--- src/rtl/spi_ram_loader.sv ---
// spi_ram_loader: SPI mode-0 slave that writes (and optionally reads) a RAM port with auto-incrementing addresses.
// Readback (command 0x03) is built only when SPI_LOADER_READBACK_EN is defined.
module spi_ram_loader #(
  parameter int ADDR_WIDTH = 8,
  parameter int DATA_WIDTH = 32
) (
  input  logic                  clk,
  input  logic                  rst_n,
  input  logic                  sclk,
  input  logic                  cs_n,
  input  logic                  mosi,
  output logic                  miso,
  output logic                  ram_en,
  output logic                  ram_we,
  output logic [ADDR_WIDTH-1:0] ram_addr,
  output logic [DATA_WIDTH-1:0] ram_wdata,
  input  logic [DATA_WIDTH-1:0] ram_rdata,
  output logic                  busy,
  output logic                  cmd_err
);
  localparam logic [2:0] S_IDLE    = 3'd0;
  localparam logic [2:0] S_CMD     = 3'd1;
  localparam logic [2:0] S_ADDR    = 3'd2;
  localparam logic [2:0] S_WDATA   = 3'd3;
  localparam logic [2:0] S_RDATA   = 3'd4;
  localparam logic [2:0] S_DISCARD = 3'd5;
  localparam int CW = $clog2(DATA_WIDTH) + 1;
  localparam int SW = DATA_WIDTH > 16 ? DATA_WIDTH : 16;

  logic [2:0]            sclk_q;
  logic [1:0]            cs_s;
  logic [1:0]            mosi_s;
  logic                  cs_prev;
  logic                  rise;
  logic                  fall;
  logic                  cs_hi;
  logic [2:0]            state;
  logic [CW-1:0]         bit_cnt;
  logic [SW-2:0]         sr;
  logic [SW-1:0]         sr_next;
  logic [ADDR_WIDTH-1:0] addr;
  logic                  is_rd;
  logic [CW-1:0]         obit;

  assign rise    = sclk_q[1] & ~sclk_q[2];
  assign fall    = ~sclk_q[1] & sclk_q[2];
  assign cs_hi   = cs_s[1];
  assign sr_next = {sr, mosi_s[1]};
  assign busy    = state != S_IDLE;

  // Synchronisers reset to "cs_n low" so a frame already in progress at reset release is never seen as a fresh fall.
  always_ff @(posedge clk or negedge rst_n) begin
    if (!rst_n) begin
      sclk_q  <= '0;
      cs_s    <= '0;
      mosi_s  <= '0;
      cs_prev <= 1'b0;
    end else begin
      sclk_q  <= {sclk_q[1:0], sclk};
      cs_s    <= {cs_s[0], cs_n};
      mosi_s  <= {mosi_s[0], mosi};
      cs_prev <= cs_s[1];
    end
  end

  // Frame FSM: decodes command and address, issues single-cycle RAM accesses.
  always_ff @(posedge clk or negedge rst_n) begin
    if (!rst_n) begin
      state     <= S_IDLE;
      bit_cnt   <= '0;
      sr        <= '0;
      addr      <= '0;
      ram_en    <= 1'b0;
      ram_we    <= 1'b0;
      ram_addr  <= '0;
      ram_wdata <= '0;
      cmd_err   <= 1'b0;
`ifdef SPI_LOADER_READBACK_EN
      is_rd     <= 1'b0;
`endif
    end else begin
      ram_en  <= 1'b0;
      ram_we  <= 1'b0;
      cmd_err <= 1'b0;
      if (state == S_IDLE) begin
        bit_cnt <= '0;
        state   <= (cs_prev & ~cs_hi) ? S_CMD : S_IDLE;
      end else if (cs_hi) begin
        state <= S_IDLE;
      end else if (rise) begin
        sr      <= sr_next[SW-2:0];
        bit_cnt <= bit_cnt + 1'b1;
        case (state)
          S_CMD: if (bit_cnt == CW'(7)) begin
            bit_cnt <= '0;
`ifdef SPI_LOADER_READBACK_EN
            is_rd   <= sr_next[7:0] == 8'h03;
            state   <= (sr_next[7:0] == 8'h02 || sr_next[7:0] == 8'h03) ? S_ADDR : S_DISCARD;
            cmd_err <= sr_next[7:0] != 8'h02 && sr_next[7:0] != 8'h03;
`else
            state   <= sr_next[7:0] == 8'h02 ? S_ADDR : S_DISCARD;
            cmd_err <= sr_next[7:0] != 8'h02;
`endif
          end
          S_ADDR: if (bit_cnt == CW'(15)) begin
            bit_cnt <= '0;
            addr    <= sr_next[ADDR_WIDTH-1:0];
            state   <= is_rd ? S_RDATA : S_WDATA;
`ifdef SPI_LOADER_READBACK_EN
            if (is_rd) begin
              ram_en   <= 1'b1;
              ram_addr <= sr_next[ADDR_WIDTH-1:0];
              addr     <= sr_next[ADDR_WIDTH-1:0] + 1'b1;
            end
`endif
          end
          S_WDATA: if (bit_cnt == CW'(DATA_WIDTH - 1)) begin
            bit_cnt   <= '0;
            ram_en    <= 1'b1;
            ram_we    <= 1'b1;
            ram_addr  <= addr;
            ram_wdata <= sr_next[DATA_WIDTH-1:0];
            addr      <= addr + 1'b1;
          end
          default: ;
        endcase
`ifdef SPI_LOADER_READBACK_EN
      end else if (fall && state == S_RDATA && obit == '0) begin
        ram_en   <= 1'b1;
        ram_addr <= addr;
        addr     <= addr + 1'b1;
`endif
      end
    end
  end

`ifdef SPI_LOADER_READBACK_EN
  logic                  rd_pend;
  logic [DATA_WIDTH-1:0] pf;
  logic [DATA_WIDTH-1:0] osr;

  // Read path: capture fetched words into the prefetch buffer and shift them out on falling sclk.
  always_ff @(posedge clk or negedge rst_n) begin
    if (!rst_n) begin
      rd_pend <= 1'b0;
      pf      <= '0;
      osr     <= '0;
      obit    <= '0;
      miso    <= 1'b0;
    end else begin
      rd_pend <= ram_en & ~ram_we;
      if (rd_pend) pf <= ram_rdata;
      if (state != S_RDATA || cs_hi) begin
        obit <= '0;
        miso <= 1'b0;
      end else if (fall) begin
        miso <= obit == '0 ? pf[DATA_WIDTH-1] : osr[DATA_WIDTH-1];
        osr  <= obit == '0 ? {pf[DATA_WIDTH-2:0], 1'b0} : {osr[DATA_WIDTH-2:0], 1'b0};
        obit <= obit == '0 ? CW'(DATA_WIDTH - 1) : obit - 1'b1;
      end
    end
  end
`else
  assign is_rd = 1'b0;
  assign obit  = '0;
  assign miso  = 1'b0;
`endif
endmodule

--- config.mk ---
export PLATFORM = sky130hd
export DESIGN_NAME = spi_ram_loader
export DESIGN_NICKNAME = d
export VERILOG_FILES = /design/src/rtl/spi_ram_loader.sv
export SDC_FILE = /design/constraint.sdc
export NUM_CORES = 1
export LEC_CHECK = 0
export BUFFER_PORTS_ARGS = -buffer_cell sky130_fd_sc_hd__buf_2
export CORE_MARGIN = 10
export CORE_UTILIZATION = 40
export DETAILED_ROUTE_END_ITERATION = 6
export PLACE_DENSITY = 0.7
export SETUP_SLACK_MARGIN = 0.05
export SYNTH_ARGS = -nofsm -noshare
export SYNTH_HDL_FRONTEND = slang
export SYNTH_SLANG_ARGS = --single-unit
--- constraint.sdc ---
create_clock -name clk -period 2.2 [get_ports clk]
set_clock_uncertainty 0.05 [all_clocks]
set_input_delay 0 -clock clk [delete_from_list [all_inputs] [get_ports clk]]
set_output_delay 0 -clock clk [all_outputs]
set_load 0.1 [all_outputs]
; After elaboration in Yosys (flattened, before gate mapping)
; Cells that the tools add are included.
[totals]
register_bits = 98
inputBits = 37
output_inout_bits = 45
word_cells = 71
[op_classes]
n_addsub = 2
n_eq_ne = 13
n_mux = 28
n_bitwise = 5
n_reduce_logical = 11
[op_table]
columns = op, count
row1 = 6-bit 2-to-1 mux, 6
row2 = 3-bit 2-to-1 mux, 6
row3 = 6-bit one-hot mux with 3 select lines, 1
row4 = 8-bit 2-to-1 mux, 2
row5 = 8-bit one-hot mux with 2 select lines, 1
row6 = 1-bit 2-to-1 mux, 11
row7 = "8-bit by 1-bit adder with 8-bit output, second input constant", 1
row8 = "8-bit by 2-bit == test with 1-bit output, second input constant", 1
row9 = "4-bit != test, second input constant", 2
row10 = "8-bit by 2-bit != test with 1-bit output, second input constant", 1
row11 = "6-bit by 1-bit adder with 6-bit output, second input constant", 1
row12 = "3-bit by 2-bit == test with 1-bit output, second input constant", 2
row13 = "6-bit by 3-bit == test with 1-bit output, second input constant", 1
row14 = "6-bit by 4-bit == test with 1-bit output, second input constant", 1
row15 = "6-bit by 5-bit == test with 1-bit output, second input constant", 1
row16 = 3-bit one-hot mux with 2 select lines, 1
row17 = 6-bit AND reduction, 1
row18 = 3-bit nonzero test, 2
row19 = 5-bit AND reduction, 1
row20 = "2-bit != test, second input constant", 2
row21 = 4-bit AND reduction, 1
row22 = 2-bit nonzero test, 2
row23 = 4-bit nonzero test, 1
row24 = "3-bit by 1-bit == test with 1-bit output, second input constant", 1
row25 = 6 further kinds, 9

; Longest topological paths before layout
[depth]
word_depth = 7
ltp_mapped = 7
mapped_depth_nobuf = 5

; Worst setup path before layout
; No wires, ideal clock.
[synth_timing]
path_type = flip-flop to flip-flop
from = register cs_s[1]
to = register ram_addr[0]
setup_ns = 0.126
arrival_ns = 1.708
slack_ns = 0.315
stages_incl_launch_ff = 7
n_path_buf = 2
synth_period_minus_slack_ns = 1.885
cell_sequence = dfrtp_1 -> or3b_4 -> nor2_8 -> and3_1 -> buf_6 -> buf_12 -> mux2_4
[synth_between]
elab_chain_len = 2
[synth_lines]
columns = item, line_no
row1 = from (decl), 31  ; logic [1:0] cs_s;
row2 = from (signal assigned), 60  ; cs_s <= {cs_s[0], cs_n};
row3 = 1-bit inverter (no line), -
row4 = 5-bit AND reduction (no line), -
row5 = to (signal assigned), 121  ; ram_addr <= addr;
row6 = to (decl), 15  ; output logic [ADDR_WIDTH-1:0] ram_addr,
; Every way passes these cells.
; A chain may end at the register's enable or synchronous reset.

; Worst setup path after layout
[layout_timing]
from = register cs_s[1]
to = register ram_wdata[23]
[layout_between]
elab_chain_len = 2
[layout_lines]
columns = item, line_no
row1 = 1-bit inverter (no line), -
row2 = 5-bit AND reduction (no line), -
row3 = to (signal assigned), 122  ; ram_wdata <= sr_next[DATA_WIDTH-1:0];
row4 = to (decl), 16  ; output logic [DATA_WIDTH-1:0] ram_wdata,
; Every way passes these cells.

==> qor.yml <==
global_routing:
  grt-ovfl-total: 0
  first_global_vias: 2437
  grt_pass1_wl_um: 12310
  groute.usage.overall_pct: 10.25
  antenna_found_initial: 0
  grt_max_degree: 54
sta:
  fmax_mhz: 503.7
  setup_ws_ns: 0.2149
  relSlewSlack_pct: 58.56
  setup_tns_ns: 0
  post-route-period-util_pct: 90.23
  min_period_ns: 1.985
  slew_violations: 0
  rsz0062_at_grt: "false"
  hold_viol_final: 0
  worst_pin_slew_ns: 0.6215
  setup-violations-final: 0
  whs_ns: 0.1229
setup_path:
  crit_type: "flop to flop"
  startpoint_type: "flop"
  path_max_fanout: 13
  required_ns: 2.39
  critPathMaxStageDelay_ns: 0.47
  arrival_ns: 2.17
  cp_cell_sequence: "or3b_4 -> nor2_8 -> and3_2 -> buf_12 -> mux2_1"
  end_kind: "flop"
  cpMaxStageDelayCell: "or3b_4"
  r2r_setup_slack_ns: 0.21
logic_synthesis:
  netlist_area_mm2: 0.004202
  yosysWarnings: 0
  synth_cells: 290
  synth_cell_types: 45
  synth_top_family_by_area: "multiplexers"
  synth_nets: 329
  synth.avg_cell_area_um2: 14.49
  yosys.area.top_type_share_pct: 58.37
  async_flop_share_pct: 100.0
  synth_compound_area_share_pct: 4.407
  synth-seq-cells: 98
  synth_mux_area_share_pct: 23.26
  synth_top_area_cell: "dfrtp_1"
  synth_xor_area_share_pct: 0.6254
  synth_ff_type: "dfrtp_1"
  synthSimpleGateAreaFrac_pct: 8.606
  yosys.area_share.adder_pct: 0.5956
  synth-edff-count: 0
  yosysSeqAreaShare_pct: 58.37
  yosys-top-cells-area: "dfrtp_1 (58%), mux2_4 (14%), mux2_2 (8.3%), buf_12 (1.9%), nand3_1 (1.5%)"
place:
  io_buffer_count: 48
  placed_cells: 463
  dp_worst_setup_slack_ns: 0.2197
  gp_congestion: 0.7868
  dpl-instance-area_mm2: 0.004556
  place_hpwl_um: 5091
layout:
  fillCellCount: 930
  drive_gt1_share_pct: 41.16
  stdcell_area_mm2: 0.004810
  fin_cells: 481
  layout.cells.most_common_list: "dfrtp_1 (98), buf_2 (47), mux2_4 (39), mux2_2 (31), nand2_1 (14)"
  final_common_cell: "dfrtp_1"
  num_antenna_cells: 0
  final_nets: 381
  final_util_pct: 46.80
  syn_to_final_growth_pct: 14.47
die:
  row_count: 37
  initial_utilization_pct: 40.88
  core_mm2: 0.01028
  ios: 82
  fp.dieH_um: 122.5
  die_x_um: 122.5
  die-area_mm2: 0.01500
outcome:
  status: "completed"
clock_tree:
  cts-root-buf: "clkbuf_8"
  cts_setup_buffers: 0
  clk_pin_slew_ns: 0.09
  ctsResizeCount: 0
  cts-buffers-inserted: 9
  cts.path.max_buffers: 2
  clock_latency_ns: 0.36
  cts_hold_buf: 4
  cts.sinks: 98
  tritoncts: "yes"
  htreeDepth: 3
detailed_routing:
  ant_nets: 0
  vias_per_cell: 4.988
  drc: 0
  via_count: 2399
  dr.pass1.iters: 4
  drtIter0Drc: 132
  wl_um: 7327
  wl_per_cell_um: 15.23
flow_run:
  maxCapViolations: 0
worst_hold_path:
  min_path_type: "input port to asynchronous set/reset pin"
power:
  p_leak_nw: 2.413
  p_per_area_mw_per_mm2: 678.2
  finalPower_mw: 3.262
  ir_drop_mv: 0.3529
cells in the mapped netlist (3+ instances only):
| library cell | count |
|---|---|
| mux2_4 | 39 |
| a2bb2oi_1 | 3 |
| nand3_1 | 13 |
| buf_12 | 4 |
| clkbuf_1 | 3 |
| o21ai_1 | 3 |
| buf_4 | 3 |
| nor2_1 | 7 |
| nand2_1 | 14 |
| buf_2 | 6 |
| and3_1 | 4 |
| o22ai_1 | 3 |
| o21ai_0 | 3 |
| a21oi_1 | 12 |
| dfrtp_1 | 98 |
| inv_1 | 4 |
| nand2b_1 | 3 |
| mux2_2 | 31 |
sequential cells by signal, summed over array words and instances, names as in the netlist:
register   count
cs_prev        1
ram_we         1
cmd_err        1
ram_addr       8
sr            31
bit_cnt        6
sclk_q         3
state          3
ram_wdata     32
mosi_s         2
cs_s           2
addr           8
final timing paths:
check / end / cells after the start / start
setup / recovery: ram_wdata[23] / 5 / cs_s[1]
hold / removal: ram_wdata[9] / 2 / rst_n
setup reg to reg: ram_wdata[23] / 5 / cs_s[1]
hold reg to reg: mosi_s[1] / 0 / mosi_s[0]
max in group asynchronous: ram_wdata[7] / 3 / rst_n
min in group clk: cs_s[0] / 2 / cs_n
kinds of logic after synthesis:
kind of cell	Yosys count
other cells	1
buf+inv	21
mux	74
flops	98
fa+ha+maj	2
simple gates	61
compound gates	30
xor+xnor	3
cell type report:
type / count / area (µm²) / area share (%)
clock buffer: 10 / 137.6 / 2.862
clock inverter: 4 / 76.32 / 1.587
inverter: 4 / 15.01 / 0.3122
multi-input combinational: 171 / 1580 / 32.86
sequential: 98 / 2452 / 50.99
tap: 136 / 170.2 / 3.538
timing repair buffer: 58 / 377.9 / 7.856
per-layer routing:
layer  track usage (%)  share of wire [%]
met1             12.97                 46
met2             16.22                 47
met3             3.306                5.7
met4             3.535                1.2
met5                 0                  0
power breakdown:
group,switching (mW),internal (mW)
registers,0.0385,1.83
logic,0.0851,0.0510
clock network,0.595,0.663
total,0.719,2.54
worst max-delay path, delay by kind of cell, from the launching register on:
family	cells	cell delay (ns)
mux	1	0.33
flops	1	0.45
buf+inv	1	0.19
simple gates	3	0.86
Note: power is estimated with default switching activity, not from simulation.
